[src/rtl/hub75_rx_decoder.sv]
// hub75_rx_decoder: receive-side decoder for a HUB75 panel bus.
// Oversamples the panel bus in the clk domain, rebuilds each shifted line
// into per-column pixel records, tracks the PWM slice from row-address wrap
// and streams the records out over a valid/ready port.
//
// Optional feature macro: HUB75_RX_OE_CHECK_EN (enables the oe_err checker).
//
// Ports:
//   clk, rst            system clock, synchronous active-high reset
//   hub_clk/lat/oe      panel shift clock, latch, output enable (active-low)
//   hub_addr            row address
//   hub_rgb1/hub_rgb2   top / bottom half R,G,B bits
//   px_valid/px_ready   record handshake
//   px_col/px_row       column index (arrival order) / row captured at latch
//   px_rgb_top/_bot     pixel bits of the top / bottom half
//   px_slice            PWM slice index of the line
//   frame_start         one-cycle pulse when the slice wraps to 0
//   col_err, overrun    sticky error flags
//   oe_err              sticky OE-while-latching/addressing flag (optional)
module hub75_rx_decoder #(
    parameter int unsigned COLS        = 64,
    parameter int unsigned COL_W       = 6,
    parameter int unsigned ADDR_W      = 5,
    parameter int unsigned PWM_W       = 5,
    parameter int unsigned SYNC_STAGES = 2
) (
    input  logic              clk,
    input  logic              rst,
    input  logic              hub_clk,
    input  logic              hub_lat,
    input  logic              hub_oe,
    input  logic [ADDR_W-1:0] hub_addr,
    input  logic [2:0]        hub_rgb1,
    input  logic [2:0]        hub_rgb2,
    output logic              px_valid,
    input  logic              px_ready,
    output logic [COL_W-1:0]  px_col,
    output logic [ADDR_W-1:0] px_row,
    output logic [2:0]        px_rgb_top,
    output logic [2:0]        px_rgb_bot,
    output logic [PWM_W-1:0]  px_slice,
    output logic              frame_start,
    output logic              col_err,
    output logic              overrun,
    output logic              oe_err
);

    localparam int unsigned CNT_W = COL_W + 1;
    localparam int unsigned PIX_W = 6;

    localparam logic [0:0] ST_IDLE  = 1'b0;
    localparam logic [0:0] ST_DRAIN = 1'b1;

    // Input synchronizers; data rides the same stage as the shift clock.
    logic [SYNC_STAGES-1:0] clk_sync;
    logic [SYNC_STAGES-1:0] lat_sync;
    logic [ADDR_W-1:0]      addr_sync [SYNC_STAGES];
    logic [PIX_W-1:0]       pix_sync  [SYNC_STAGES];

    always_ff @(posedge clk) begin
        if (rst) begin
            clk_sync <= '0;
            lat_sync <= '0;
            for (int i = 0; i < int'(SYNC_STAGES); i++) begin
                addr_sync[i] <= '0;
                pix_sync[i]  <= '0;
            end
        end else begin
            clk_sync     <= {clk_sync[SYNC_STAGES-2:0], hub_clk};
            lat_sync     <= {lat_sync[SYNC_STAGES-2:0], hub_lat};
            addr_sync[0] <= hub_addr;
            pix_sync[0]  <= {hub_rgb1, hub_rgb2};
            for (int i = 1; i < int'(SYNC_STAGES); i++) begin
                addr_sync[i] <= addr_sync[i-1];
                pix_sync[i]  <= pix_sync[i-1];
            end
        end
    end

    logic              clk_s;
    logic              lat_s;
    logic [ADDR_W-1:0] addr_s;
    logic [PIX_W-1:0]  pix_s;

    assign clk_s  = clk_sync[SYNC_STAGES-1];
    assign lat_s  = lat_sync[SYNC_STAGES-1];
    assign addr_s = addr_sync[SYNC_STAGES-1];
    assign pix_s  = pix_sync[SYNC_STAGES-1];

    // Previous-value registers for edge detection.
    logic clk_prev;
    logic lat_prev;

    always_ff @(posedge clk) begin
        if (rst) begin
            clk_prev <= 1'b0;
            lat_prev <= 1'b0;
        end else begin
            clk_prev <= clk_s;
            lat_prev <= lat_s;
        end
    end

    logic clk_rise;
    logic lat_rise;

    assign clk_rise = clk_s & ~clk_prev;
    assign lat_rise = lat_s & ~lat_prev;

    // Line state.
    logic [PIX_W-1:0]  shift_buf [COLS];
    logic [PIX_W-1:0]  hold_buf  [COLS];
    logic [CNT_W-1:0]  shift_cnt;
    logic              shift_ovf;
    logic [ADDR_W-1:0] prev_addr;
    logic [PWM_W-1:0]  slice_q;
    logic [0:0]        state_q;
    logic [0:0]        state_d;

    logic              do_shift;
    logic              extra_edge;
    logic [CNT_W-1:0]  cnt_eff;
    logic              line_ok;
    logic              wrap;
    logic [PWM_W-1:0]  slice_inc;
    logic [PWM_W-1:0]  slice_next;
    logic              accept;
    logic              last;
    logic              start;
    logic [COL_W-1:0]  col_nxt;

    assign do_shift   = clk_rise && (shift_cnt < CNT_W'(COLS));
    assign extra_edge = clk_rise && !do_shift;
    assign cnt_eff    = shift_cnt + CNT_W'(do_shift);
    assign line_ok    = (cnt_eff == CNT_W'(COLS)) && !shift_ovf && !extra_edge;
    assign wrap       = lat_rise && (addr_s < prev_addr);
    assign slice_inc  = slice_q + PWM_W'(1);
    assign slice_next = wrap ? slice_inc : slice_q;
    assign accept     = (state_q == ST_DRAIN) && px_ready;
    assign last       = accept && (px_col == COL_W'(COLS - 1));
    assign start      = lat_rise && (state_q == ST_IDLE);
    assign col_nxt    = px_col + COL_W'(1);

    // Line content as it stands after this cycle's shift (shift before latch);
    // columns never shifted this line read as 0.
    logic [PIX_W-1:0] line_d [COLS];

    always_comb begin
        for (int i = 0; i < int'(COLS); i++) begin
            line_d[i] = '0;
            if (do_shift && (shift_cnt == CNT_W'(i))) begin
                line_d[i] = pix_s;
            end else if (CNT_W'(i) < shift_cnt) begin
                line_d[i] = shift_buf[i];
            end
        end
    end

    // Drain FSM state register.
    always_ff @(posedge clk) begin
        if (rst) begin
            state_q <= ST_IDLE;
        end else begin
            state_q <= state_d;
        end
    end

    // Drain FSM next state.
    always_comb begin
        state_d = state_q;
        case (state_q)
            ST_IDLE:  if (start) state_d = ST_DRAIN;
            ST_DRAIN: if (last)  state_d = ST_IDLE;
            default:  state_d = ST_IDLE;
        endcase
    end

    // Shift buffer write; entries beyond shift_cnt are masked, so no clear needed.
    always_ff @(posedge clk) begin
        if (do_shift) begin
            shift_buf[shift_cnt[COL_W-1:0]] <= pix_s;
        end
    end

    // Line transfer into the drain buffer.
    always_ff @(posedge clk) begin
        if (start) begin
            for (int i = 0; i < int'(COLS); i++) begin
                hold_buf[i] <= line_d[i];
            end
        end
    end

    // Shift count, slice tracking, sticky flags and registered record outputs.
    always_ff @(posedge clk) begin
        if (rst) begin
            shift_cnt   <= '0;
            shift_ovf   <= 1'b0;
            prev_addr   <= '0;
            slice_q     <= '0;
            frame_start <= 1'b0;
            col_err     <= 1'b0;
            overrun     <= 1'b0;
            px_valid    <= 1'b0;
            px_col      <= '0;
            px_row      <= '0;
            px_rgb_top  <= '0;
            px_rgb_bot  <= '0;
            px_slice    <= '0;
        end else begin
            frame_start <= 1'b0;
            px_valid    <= (state_d == ST_DRAIN);

            if (do_shift) begin
                shift_cnt <= cnt_eff;
            end
            if (extra_edge) begin
                shift_ovf <= 1'b1;
            end

            if (lat_rise) begin
                if (!line_ok) begin
                    col_err <= 1'b1;
                end
                prev_addr <= addr_s;
                slice_q   <= slice_next;
                if (wrap && (slice_inc == '0)) begin
                    frame_start <= 1'b1;
                end
                shift_cnt <= '0;
                shift_ovf <= 1'b0;
                if (state_q == ST_IDLE) begin
                    px_col     <= '0;
                    px_row     <= addr_s;
                    px_slice   <= slice_next;
                    px_rgb_top <= line_d[0][5:3];
                    px_rgb_bot <= line_d[0][2:0];
                end else begin
                    overrun <= 1'b1;
                end
            end

            // Preload the next record so outputs stay registered.
            if (accept && !last) begin
                px_col     <= col_nxt;
                px_rgb_top <= hold_buf[col_nxt][5:3];
                px_rgb_bot <= hold_buf[col_nxt][2:0];
            end
        end
    end

`ifdef HUB75_RX_OE_CHECK_EN
    // Flags the display being enabled while latching or while the address moves.
    logic [SYNC_STAGES-1:0] oe_sync;
    logic                   oe_s;
    logic [ADDR_W-1:0]      addr_prev;

    assign oe_s = oe_sync[SYNC_STAGES-1];

    always_ff @(posedge clk) begin
        if (rst) begin
            oe_sync   <= '0;
            addr_prev <= '0;
            oe_err    <= 1'b0;
        end else begin
            oe_sync   <= {oe_sync[SYNC_STAGES-2:0], hub_oe};
            addr_prev <= addr_s;
            if (!oe_s && (lat_s || (addr_s != addr_prev))) begin
                oe_err <= 1'b1;
            end
        end
    end
`else
    logic unused_oe;
    assign unused_oe = hub_oe;
    assign oe_err    = 1'b0;
`endif

endmodule

[config.mk]
export PLATFORM = sky130hd
export DESIGN_NAME = hub75_rx_decoder
export DESIGN_NICKNAME = d
export VERILOG_FILES = /design/src/rtl/hub75_rx_decoder.sv
export SDC_FILE = /design/constraint.sdc
export NUM_CORES = 1
export LEC_CHECK = 0
export CELL_PAD_IN_SITES_DETAIL_PLACEMENT = 1
export CELL_PAD_IN_SITES_GLOBAL_PLACEMENT = 1
export CORE_MARGIN = 4
export CORE_UTILIZATION = 55
export DETAILED_ROUTE_END_ITERATION = 8
export PLACE_DENSITY_LB_ADDON = 0.15
export SETUP_SLACK_MARGIN = 0.15
export SLEW_MARGIN = 30
export SYNTH_ARGS = -nofsm -noshare
export SYNTH_HDL_FRONTEND = slang
export SYNTH_SLANG_ARGS = --single-unit
[constraint.sdc]
create_clock -name clk -period 11.86 [get_ports clk]
set_input_delay 1.186 -clock clk [delete_from_list [all_inputs] [get_ports clk]]
set_output_delay 1.186 -clock clk [all_outputs]
set_load 0.02 [all_outputs]
# --- Word-level counts from Yosys, hierarchy flattened ---
# Memories as Yosys holds them, arrays and structs flattened.
# Index checks and enable logic that the tools add are counted.
classes:
  muxes: 152
  n_eq_ne: 66
  n_reduce_logical: 87
  magnitude_cmp: 66
  bitwise: 11
  addsub: 3
ops:
  columns: ["operator", "n"]
  rows:
  - ["two-way mux 6 bit", 133]
  - ["equality test 7 x 6 -> 1 bit, second input constant", 32]
  - ["< comparator 6 x 7 -> 1 bit, first input constant", 32]
  - ["equality test 7 x 5 -> 1 bit, second input constant", 16]
  - ["< comparator 5 x 7 -> 1 bit, first input constant", 16]
  - ["logical AND 1 bit", 74]
  - ["equality test 7 x 4 -> 1 bit, second input constant", 8]
  - ["< comparator 4 x 7 -> 1 bit, first input constant", 8]
  - ["equality test 7 x 3 -> 1 bit, second input constant", 4]
  - ["< comparator 3 x 7 -> 1 bit, first input constant", 4]
  - ["two-way mux 3 bit", 6]
  - ["two-way mux 5 bit", 3]
  - ["equality test 7 x 2 -> 1 bit, second input constant", 2]
  - ["< comparator 1 x 7 -> 1 bit, first input constant", 2]
  - ["< comparator 2 x 7 -> 1 bit, first input constant", 2]
  - ["two-way mux 1 bit", 9]
  - ["AND reduction 2 bit", 4]
  - ["adder 7 x 1 -> 7 bit", 1]
  - ["equality test 7 x 1 -> 1 bit, second input constant", 1]
  - ["equality test 7 bit, second input constant", 1]
  - ["logical NOT 7 bit", 1]
  - ["< comparator 7 bit, second input constant", 1]
  - ["adder 6 x 1 -> 6 bit, second input constant", 1]
  - ["equality test 6 bit, second input constant", 1]
  - ["11 further kinds", 23]
word_totals:
  regBits: 50
  mem_bits_rw: 790
  out_inout_bits: 27
  wordCells: 406
  memories: 4
  inputBits: 17
mem_list:
  columns: ["name", "depth", "word_bits", "read_ports", "rd_ports_with_merged_regs", "wr", "line_no", "source"]
  rows:
  - ["hold_buf", 64, 6, 1, 0, 64, "112", "logic [PIX_W-1:0] hold_buf [COLS];"]
  - ["shift_buf", 64, 6, 64, 0, 1, "111", "logic [PIX_W-1:0] shift_buf [COLS];"]
  - ["pix_sync", 2, 6, 2, 0, 2, "58", "logic [PIX_W-1:0] pix_sync [SYNC_STAGES];"]
  - ["addr_sync", 2, 5, 2, 0, 2, "57", "logic [ADDR_W-1:0] addr_sync [SYNC_STAGES];"]

# --- Logic depth before layout (Yosys ltp) ---
# Gate-level depths: netlist (run 1).
logic_depth:
  ltp_word: 9
  depth_mapped: 13
  depth_no_buf: 11

# --- Least setup slack after synthesis (run 1) ---
# OpenSTA, ideal clock, no wires.
synth_timing:
  path_type: "register -> register"
  startpoint: "register lat_prev"
  endpoint: "register px_slice[1]"
  path_slack_ns: 5.494
  path_buffers: 4
  stages_incl_launch_ff: 9
  period_less_slack_ns: 6.366
  arrival_time_ns: 5.973
  path_cell_list: "dfxtp_1 > and2b_1 > clkbuf_2 > nand2b_1 > buf_2 > inv_1 > buf_2 > buf_2 > a311oi_1"
synth_via:
  elab_chain_len: 4
  elab_cells_between_ends: 5
  cone_classes: "mux: 1; bitwise: 2; reduce/logical: 2"
synth_lines:
  columns: ["item", "line_no", "source"]
  rows:
  - ["start, declared", "92", "logic lat_prev;"]
  - ["start signal, assigned", "100", "lat_prev <= lat_s;"]
  - ["NOT 1 bit (*)", "108", "assign lat_rise = lat_s & ~lat_prev;"]
  - ["AND 1 bit (*)", "108", null]
  - ["logical AND 1 bit", "136", "assign wrap = lat_rise && (addr_s < prev_addr);"]
  - ["two-way mux 5 bit", "138", "assign slice_next = wrap ? slice_inc : slice_q;"]
  - ["end signal, assigned", "235", "px_slice <= slice_next;"]
  - ["end, declared", "41", "output logic [PWM_W-1:0] px_slice,"]
# Every way passes the cells marked *; elsewhere a longest branch is shown, timed or not.
# A chain may end at the register's enable or synchronous reset.

# --- Worst setup path after layout (run 1) ---
layout_timing:
  startpoint: "register px_col[0]"
  endpoint: "register px_rgb_bot[0]"
layout_via:
  elab_chain_len: 6
  elab_cells_between_ends: 10
  cone_classes: "add/sub: 1; eq/ne: 2; mux: 1; reduce/logical: 5; memory: 1"
layout_lines:
  columns: ["item", "line_no", "source"]
  rows:
  - ["start, declared", "37", "output logic [COL_W-1:0] px_col,"]
  - ["start signal, assigned", "245", "px_col <= col_nxt;"]
  - ["parallel branches: the longest is 6 deep, another holds adder 6 x 1 -> 6 bit", null, null]
  - ["end signal, assigned", "237", "px_rgb_bot <= line_d[0][2:0];"]
  - ["end signal, assigned", "247", "px_rgb_bot <= hold_buf[col_nxt][2:0];"]
  - ["end, declared", "40", "output logic [2:0] px_rgb_bot,"]
# Several ways; the timed one is not identified.

==> flow_summary.ini, run 1 <==
[logic_synthesis]
synthAdderAreaFrac = 0.00325
synth-compound-area-share = 0.129
synthSimpleGateAreaFrac = 0.0640
synthFlopType = edfxtp_1
synth.avg_cell_area_um2 = 16.4
syn_inst = 2105
synth_edf_count = 768
synth_nets = 2131
synth_area_mm2 = 0.0346
synth-seq-area-share = 0.708
ys_warn_count = 0
synth-seq-cells = 840
synth_xor_area_frac = 0.00376
synth_top_family_by_area = compound AO/OA/AOI/OAI gates
synth_cell_type_count = 80
synth_mux_area_frac = 0.0669
async_flop_share = 0

[drt]
wl_met3_um = 5800
firstDrtPassIters = 6
dr_total_vias = 19900
dr.max_layer_used = met4
route.detailed.drc = 0
wl_met1_um = 36300
routed_via_density = 6.59
routedWlPerCell_um = 29.0
ant_nets = 0
drt-total-wl_um = 87900
drtIter0Drc = 1963
wl_met2_um = 42500

[setup_path]
r2r_cells = 7
worstPathRequired_ns = 12.38
r2r_end = px_rgb_bot[0]
endpoint_kind = register
cp_max_fo = 44
reg2reg_slack_ns = 7.64
critPathLaunchType = register
critical_path_class = register to register
worstPathArrival_ns = 4.74
timing.rr.start = px_col[0]

[global_routing]
grt_max_degree = 116
antenna_found_initial = 0
globalRouteOverflowTotal = 0
grt_usage = 0.264
grt_pass1_wl_um = 133000
first_global_vias = 20500

[clock_tree]
holdBufCountCts = 0
cts_max_level = 3
cts.reportedPaths.clkPinSlew_ns = 0.06
clock_latency_ns = 0.63
cts_made_buffers = 86
cts_tree = done
ctsResizeCount = 0
cts_setup_buffers = 0
cts.sinks = 840
clockRootBuffer = clkbuf_16
cts_buffer_depth = 3

[finish]
final_core_util = 0.618
area_growth_pct = 10.7
drive_gt1_frac = 0.148
final_area_mm2 = 0.0383
nets = 2150
antenna_cells = 0

[timing]
setup-tns-final_ns = 0
slew_violations = 0
fin_crit_sh = 0.356
hold_viol = 0
post-route-min-period_ns = 4.22
rsz0062_at_grt = no
maxSlewHeadroom = 0.217
finalWorstSetupSlack_ns = 7.64
clock.fmax_ghz = 0.237
finalSetupViolations = 0
tightest_slew_ns = 1.17
fin_skew_ns = 0.0174

[power_and_ir_drop]
ir_drop_mv = 0.118
p_leak_nw = 12.5
pwr_density_cell_mw_per_mm2 = 156

[job]
drv_cap = 0

[run_status]
status = completed

[placement]
dp_slack_ns = 7.62
port_buffers = 41
place.gp.congestion = 0.839
dpl-instance-area_mm2 = 0.0356
hpwlAfterDp_um = 53300

[floorplanning]
core_mm2 = 0.0619
ios = 44
dieArea_mm2 = 0.0670
start_util = 0.559
die_height_um = 259
die_w_um = 259
row_count = 91

[worst_hold_path]
holdPathEnd = pix_sync[0][8]
hp-class = register to register
min_from = pix_sync[0][2]
min_path_cells = 1
## how the worst max path moves through the flow
stage               from             to  slack (ns)  depth (start not counted)
2_1_floorplan   lat_prev    px_slice[1]        5.49                          8
3_3_place_gp   px_col[0]  px_rgb_top[2]        7.78                          7
3_5_place_dp   px_col[0]  px_rgb_top[2]        7.62                          7
4_1_cts        px_col[0]  px_rgb_top[2]        7.59                          7
5_1_grt        px_col[0]  px_rgb_top[2]        7.42                          7
6_report       px_col[0]  px_rgb_bot[0]        7.64                          7
## cells by family (layout without fill, tap and decap cells)
kind of cell / count (synthesis) / in the layout
DFF: 840 / 840
AOI/OAI and AO/OA: 557 / 557
and+or+nand+nor: 414 / 414
buffers and inverters: 155 / 240
muxes: 115 / 115
xor gates and xnor gates: 14 / 14
adders and majority gates: 9 / 9
other: 1 / 1
## report_power, final
group	total (mW)	switching [mW]	internal [mW]
logic	0.150	0.0970	0.0535
registers	3.31	0.0362	3.27
clock network	2.50	1.10	1.40
total	5.96	1.23	4.72
## per-layer routing
metal  global-route usage  vias to the layer above
met4               0.0937                        0
met3               0.0501                      174
met5                    0                        -
li1                     -                     8550
met2                0.422                      771
met1                0.368                    10400
## state kept, by name, indices dropped and copies added (netlist names), 6 cells and up
name       count
hold_buf     384
shift_buf    384
pix_sync      12
addr_sync     10
shift_cnt      7
px_col         6
## worst max-delay path: stages, from the launching register on
cell and delay (ns):
dfxtp_4 0.85, ha_4 0.41, xor2_4 0.55, buf_4 0.66, mux4_2 0.40, mux2i_1 0.59
a311oi_1 0.22, a32o_1 0.33
## final cells by class
type | instances | area, µm²
Sequential cell | 840 | 24500
Inverter | 13 | 56.3
Multi-Input combinational cell | 1110 | 9360
Tap cell | 837 | 1050
Clock buffer | 109 | 2350
Fill cell | 5452 | 23700
Timing Repair Buffer | 73 | 702
Clock inverter | 45 | 231
## cells in the final DEF (no fill, tap or decap), types with 8 or more instances in the layout
cell / n
nor2_2: 30
nand3_1: 28
a32o_1: 10
mux4_2: 84
clkbuf_1: 15
nor3_1: 12
o21ai_1: 19
inv_1: 10
o21ai_0: 34
buf_4: 26
a32oi_1: 11
nand4_1: 8
nand2b_1: 17
nand2_1: 153
clkdlybuf4s50_1: 40
a21oi_1: 43
edfxtp_1: 768
ha_1: 8
nor2_8: 8
a21o_1: 11
dfxtp_1: 64
o21bai_1: 19
clkinv_1: 20
clkinv_2: 16
a22o_1: 370
nor2b_1: 31
or3_1: 12
mux2i_1: 24
clkbuf_16: 89
and3_1: 8
nor2_1: 55
## Yosys cell counts (all sizes together) (10+ instances only)
cell	count	area, µm²
o21bai	19	143
nor3	17	110
a21oi	44	224
a32oi	11	96.3
dfxtp	72	1440
inv	13	48.8
nor2b	31	194
nor2	100	593
mux4	91	2080
a22o	370	3240
mux2i	24	240
or3	14	92.6
edfxtp	768	23100
a32o	10	100
nand2	155	584
o21ai	53	265
a21o	11	82.6
clkbuf	68	256
buf	74	533
nand2b	17	106
nand3	29	150
## stage by stage
step / power, mW / hold WS, ns / instances
3_5_place_dp: 3.52 / 0.427 / 2873
4_1_cts: 6.00 / 0.440 / 3027
5_1_grt: 6.15 / 0.446 / 3027
3_3_place_gp: 3.51 / 0.423 / 2872
6_report: 5.96 / 0.438 / 3027
2_1_floorplan: 3.46 / 0.414 / 2105
(Power assumes the default switching activity.)
==> run 2, diff against run 1 <==
--- a/config.mk
+++ b/config.mk
@@ -8,7 +8,7 @@
 export CELL_PAD_IN_SITES_DETAIL_PLACEMENT = 1
 export CELL_PAD_IN_SITES_GLOBAL_PLACEMENT = 1
 export CORE_MARGIN = 4
-export CORE_UTILIZATION = 55
+export CORE_UTILIZATION = 49
 export DETAILED_ROUTE_END_ITERATION = 8
 export PLACE_DENSITY_LB_ADDON = 0.15
 export SETUP_SLACK_MARGIN = 0.15
==> constraint.sdc (replaced) <==
create_clock -name clk -period 3.8 [get_ports clk]
set_input_delay 0.38 -clock clk [delete_from_list [all_inputs] [get_ports clk]]
set_output_delay 0.38 -clock clk [all_outputs]
set_load 0.02 [all_outputs]
==> run 2 against run 1 <==
  * Via count is 0.64% higher
  * Power grew to 3.3 times the previous value
  * Sequential power grew to 3.1 times the previous value
  * Critical path depth is 1 lower
  * Non-clock buffer count is 61 higher
  * Clock-buffer cell count is 10 lower
  * Highest routed layer unchanged
  * Maximum frequency is 39% higher
  * Sequential cell count stayed put
  * Largest cell class unchanged
  * Sequential share of layout area is 1.7 points lower
==> flow_summary.ini, run 2 (synthesis gave the netlist of run 1 again) <==
[run_status]
status = completed

[timing]
post-route-min-period_ns = 3.05
hold_viol = 0
finalSetupViolations = 0
rsz0062_at_grt = no
maxSlewHeadroom = 0.287
tightest_slew_ns = 1.07
fin_crit_sh = 0.802
slew_violations = 0
clock.fmax_ghz = 0.328
fin_skew_ns = 0.0189
setup-tns-final_ns = 0

[setup_path]
cp_top_family = multiplexers
cp_max_fo = 56
cp_num_buf_inv = 1
critPathLaunchType = register
worstPathArrival_ns = 3.58
critical_path_class = register to register
critical-path-max-stage-delay_ns = 0.89
cp_slowest_cell = dfxtp_1
endpoint_kind = register
worstPathRequired_ns = 4.33
crit_chain = xor2_4 > buf_12 > mux4_2 > mux2i_1 > a311oi_1 > a32o_1

[global_routing]
grt_util_met2 = 0.406
met3_usage = 0.0350
grt_pass1_wl_um = 137000
gr-usage-met1 = 0.336
antenna_found_initial = 0
grt_max_degree = 124
first_global_vias = 20800
globalRouteOverflowTotal = 0
grt-busiest-layer = met2
grt_usage = 0.243

[floorplanning]
die_w_um = 274
row_count = 97
core_mm2 = 0.0700
ios = 44
start_util = 0.494
die_height_um = 274
dieArea_mm2 = 0.0749

[finish]
nets = 2212
final_common_cell = edfxtp_1
antenna_cells = 0
layout_common_cells = edfxtp_1, a22o_1, nand2_1
layoutNonFillerInstCount = 3201
area_growth_pct = 13.6
drive_gt1_frac = 0.170
final_area_mm2 = 0.0393
final_core_util = 0.561
nFillCells = 6316

[drt]
drtIter0Drc = 2139
ant_nets = 0
routedWlPerCell_um = 28.5
dr_total_vias = 20100
routed_via_density = 6.27
drt-total-wl_um = 91300
firstDrtPassIters = 6
route.detailed.drc = 0

[placement]
placedCellCount = 3037
hpwlAfterDp_um = 56900
dpl-instance-area_mm2 = 0.0363
port_buffers = 41
place.gp.congestion = 0.839

[power_and_ir_drop]
total_power_mw = 19.8
p_leak_nw = 13.0
ir_drop_mv = 0.449
pwr_density_cell_mw_per_mm2 = 504

[clock_tree]
cts_setup_buffers = 0
cts.sinks = 840
clockRootBuffer = clkbuf_16
cts_tree = done
holdBufCountCts = 0
cts_made_buffers = 87
cts_buffer_depth = 3
ctsResizeCount = 0
clock_latency_ns = 0.65
cts.reportedPaths.clkPinSlew_ns = 0.06
cts_max_level = 3

[job]
drv_cap = 0

[worst_hold_path]
hp-class = input port to register
run 2: changes by cell type in the layout (fill, tap and decap cells not counted), moves of 3 or more:
cell / previous run / this run
clkbuf_1: 15 / 10
buf_6: 3 / 0
buf_4: 26 / 85
buf_12: 2 / 8
bufinv_16: 0 / 15
nor2_2: 30 / 14
clkbuf_8: 5 / 1
clkinv_2: 16 / 13
nor2_1: 55 / 71
run 2: path summary, 6_finish.rpt:
path / from / endpoint / slack (ns) / cells after the start
worst max-delay path: px_col[2] / px_rgb_bot[0] / 0.75 / 6
worst min-delay path: rst / slice_q[0] / 0.24 / 2
worst max register to register: px_col[2] / px_rgb_bot[0] / 0.75 / 6
worst min register to register: addr_sync[0][4] / addr_sync[0][9] / 0.44 / 1
run 2: cell type report:
| class | count | area (µm²) | area share |
|---|---|---|---|
| clock buffer | 99 | 2250 | 0.0573 |
| clock inverter | 65 | 759 | 0.0193 |
| inverter | 13 | 56.3 | 0.00143 |
| sequential | 840 | 24500 | 0.624 |
| timing repair buffer | 134 | 1200 | 0.0306 |
| multi-input combinational | 1110 | 9320 | 0.237 |
| tap | 940 | 1180 | 0.0299 |
run 2: metal layers:
| layer | vias up | part of all wire |
|---|---|---|
| met2 | 648 | 0.50 |
| li1 | 8690 | - |
| met4 | 0 | 0.022 |
| met5 | - | 0 |
| met3 | 120 | 0.057 |
| met1 | 10600 | 0.42 |
run 2: per-stage QoR:
stage / hold WS (ns) / setup WS, ns
final: 0.242 / 0.752
after global routing: 0.273 / 0.667
after CTS: 0.210 / 0.851
after detailed placement: 0.428 / 0.854
after global placement: 0.423 / 0.911
after floorplan: 0.414 / 0.326
run 2: where the power goes:
part	switching [mW]	total (mW)	internal, mW
Clock	3.67	9.00	5.32
Combinational	0.314	0.493	0.179
Sequential	0.113	10.3	10.2
==> run 3, diff against run 2 <==
==> constraint.sdc (replaced) <==
create_clock -name clk -period 2.7 [get_ports clk]
set_input_delay 0.27 -clock clk [delete_from_list [all_inputs] [get_ports clk]]
set_output_delay 0.27 -clock clk [all_outputs]
set_load 0.02 [all_outputs]
==> run 3 against run 2 <==
  * Critical path type unchanged
  * Critical path depth decreased by 1
  * Highest routed layer unchanged
  * Die area stayed put
  * Via count is 1.1% higher
  * Clock skew increased by 0.011 ns
  * Register-to-register slack got worse by 0.61 ns
==> flow_summary.ini, run 3 (synthesis gave the netlist of run 1 again) <==
[run_status]
status = completed

[clock_tree]
cts.reportedPaths.clkPinSlew_ns = 0.06
cts_max_level = 3
clockRootBuffer = clkbuf_16
cts_tree = done
cts_buffer_depth = 3
cts_made_buffers = 87
clock_latency_ns = 0.65
cts.sinks = 840

[global_routing]
grt_usage = 0.248
grt_pass1_wl_um = 139000
first_global_vias = 21000
antenna_found_initial = 1
grt_max_degree = 82
globalRouteOverflowTotal = 0

[setup_path]
reg2reg_slack_ns = 0.15
cp_top_family = simple AND/OR/NAND/NOR gates
critPathLaunchType = register
worstPathArrival_ns = 2.88
worstPathRequired_ns = 3.02
cp_max_fo = 13
startpoint = shift_cnt[2]
endpoint_kind = register
cp_num_buf_inv = 2
crit_chain = buf_4 > nor3_2 > nand2_1 > nor2_1 > buf_4
timing.rr.start = shift_cnt[2]
cp-endpoint = shift_buf[8][0]
critical_path_class = register to register
crit_cells = 5
r2r_cells = 5
critical-path-max-stage-delay_ns = 0.54
crit_path_frequent_cell = buf_4
cp_slowest_cell = nand2_1
r2r_end = shift_buf[8][0]

[placement]
port_buffers = 41
place.gp.congestion = 0.924
dp_slack_ns = -0.00748
dpl-instance-area_mm2 = 0.0370
hpwlAfterDp_um = 59900

[drt]
dr_total_vias = 20300
routedWlPerCell_um = 28.4
drt-total-wl_um = 93100
drtIter0Drc = 1939
ant_nets = 0
firstDrtPassIters = 7
routed_via_density = 6.20
route.detailed.drc = 0

[worst_hold_path]
hp-class = input port to register

[finish]
layout_common_cells = edfxtp_1, a22o_1, nand2_1
final_common_cell = edfxtp_1
final_area_mm2 = 0.0399
drive_gt1_frac = 0.196
nFillCells = 6396
area_growth_pct = 15.4
final_core_util = 0.570
nets = 2292

[floorplanning]
core_mm2 = 0.0700
start_util = 0.494
row_count = 97
die_w_um = 274
dieArea_mm2 = 0.0749
ios = 44
die_height_um = 274

[timing]
rsz0062_at_grt = yes
tightest_slew_ns = 0.933
slew_violations = 0
finalSetupViolations = 0
hold_viol = 0
fin_crit_sh = 0.946
fin_skew_ns = 0.0301
clock.fmax_ghz = 0.391
finalWorstSetupSlack_ns = 0.145
maxSlewHeadroom = 0.374
post-route-min-period_ns = 2.55

[power_and_ir_drop]
pwr_density_cell_mw_per_mm2 = 681
p_leak_nw = 13.4
ir_drop_mv = 0.579

[job]
drv_cap = 0
==> run 3: changes by cell type in the layout (fill, tap and decap cells not counted), moves of 2 or more <==
cell and change:
buf_4 +61, bufinv_16 -9, clkinv_2 -2, clkinvlp_4 -2, clkbuf_16 +6, clkinv_1 -6
inv_16 -2, o21ai_1 +2, buf_12 +16, clkbuf_1 +8, inv_6 -2
==> run 3: where the power goes <==
part	total, mW	switching [mW]	leakage (nW)	internal, mW
clock	11.9	4.99	1.37	6.92
combinational	0.808	0.517	4.22	0.291
sequential	14.5	0.121	7.79	14.4
==> run 3: routing by layer <==
layer,wire (µm),up-vias,global-route usage
li1,-,8825,-
met1,40000,10700,0.349
met2,45300,611,0.407
met3,5280,140,0.0420
met4,2540,0,0.0663
met5,0,-,0
==> run 3: area by class of cell <==
class	instances	area (µm²)	area share
Multi-Input combinational cell	1110	9320	0.233
Timing Repair Buffer	214	2030	0.0508
Tap cell	940	1180	0.0295
Inverter	13	56.3	0.00141
Clock buffer	114	2430	0.0608
Antenna cell	1	2.50	0.0000627
Clock inverter	42	387	0.00968
Sequential cell	840	24500	0.614
==> run 3: per-stage QoR <==
stage          cells  power, mW  hold slack (ns)  TNS [ns]
4_1_cts         3267       27.4            0.151         0
3_3_place_gp    3110       15.5            0.431         0
5_1_grt         3273       28.1            0.180         0
6_report        3274       27.2            0.186         0
2_1_floorplan   2105       15.2            0.398         0
3_5_place_dp    3110       15.5            0.429  -0.00748
==> run 3: worst min-delay path by stage <==
stage | from | slack [ns] | to | depth (start not counted)
final | hub_rgb1[0] | 0.19 | pix_sync[0][3] | 2
after global routing | hub_addr[4] | 0.18 | addr_sync[0][4] | 2
after CTS | hub_rgb1[0] | 0.15 | pix_sync[0][3] | 2
after detailed placement | addr_sync[0][0] | 0.43 | addr_sync[0][5] | 1
after global placement | pix_sync[0][3] | 0.43 | pix_sync[0][9] | 1
after floorplan | hub_addr[0] | 0.40 | addr_sync[0][0] | 1
==> run 3: repair_timing <==
action                                  CTS  global route
cloned                                    0             1
pin swaps                                 0             1
buffers inserted                          0             5
endpoints found under the setup margin    2            31
endpoints found under the hold margin     3             0
hold buffers                              1             0
resized for setup                         3             7
==> run 3: worst reg2reg max path: cells and delay by family (launching register included) <==
family | cells | cell delay [ns]
buffers and inverters | 2 | 0.50
AND/OR/NAND/NOR | 3 | 1.33
flip-flops | 1 | 0.40
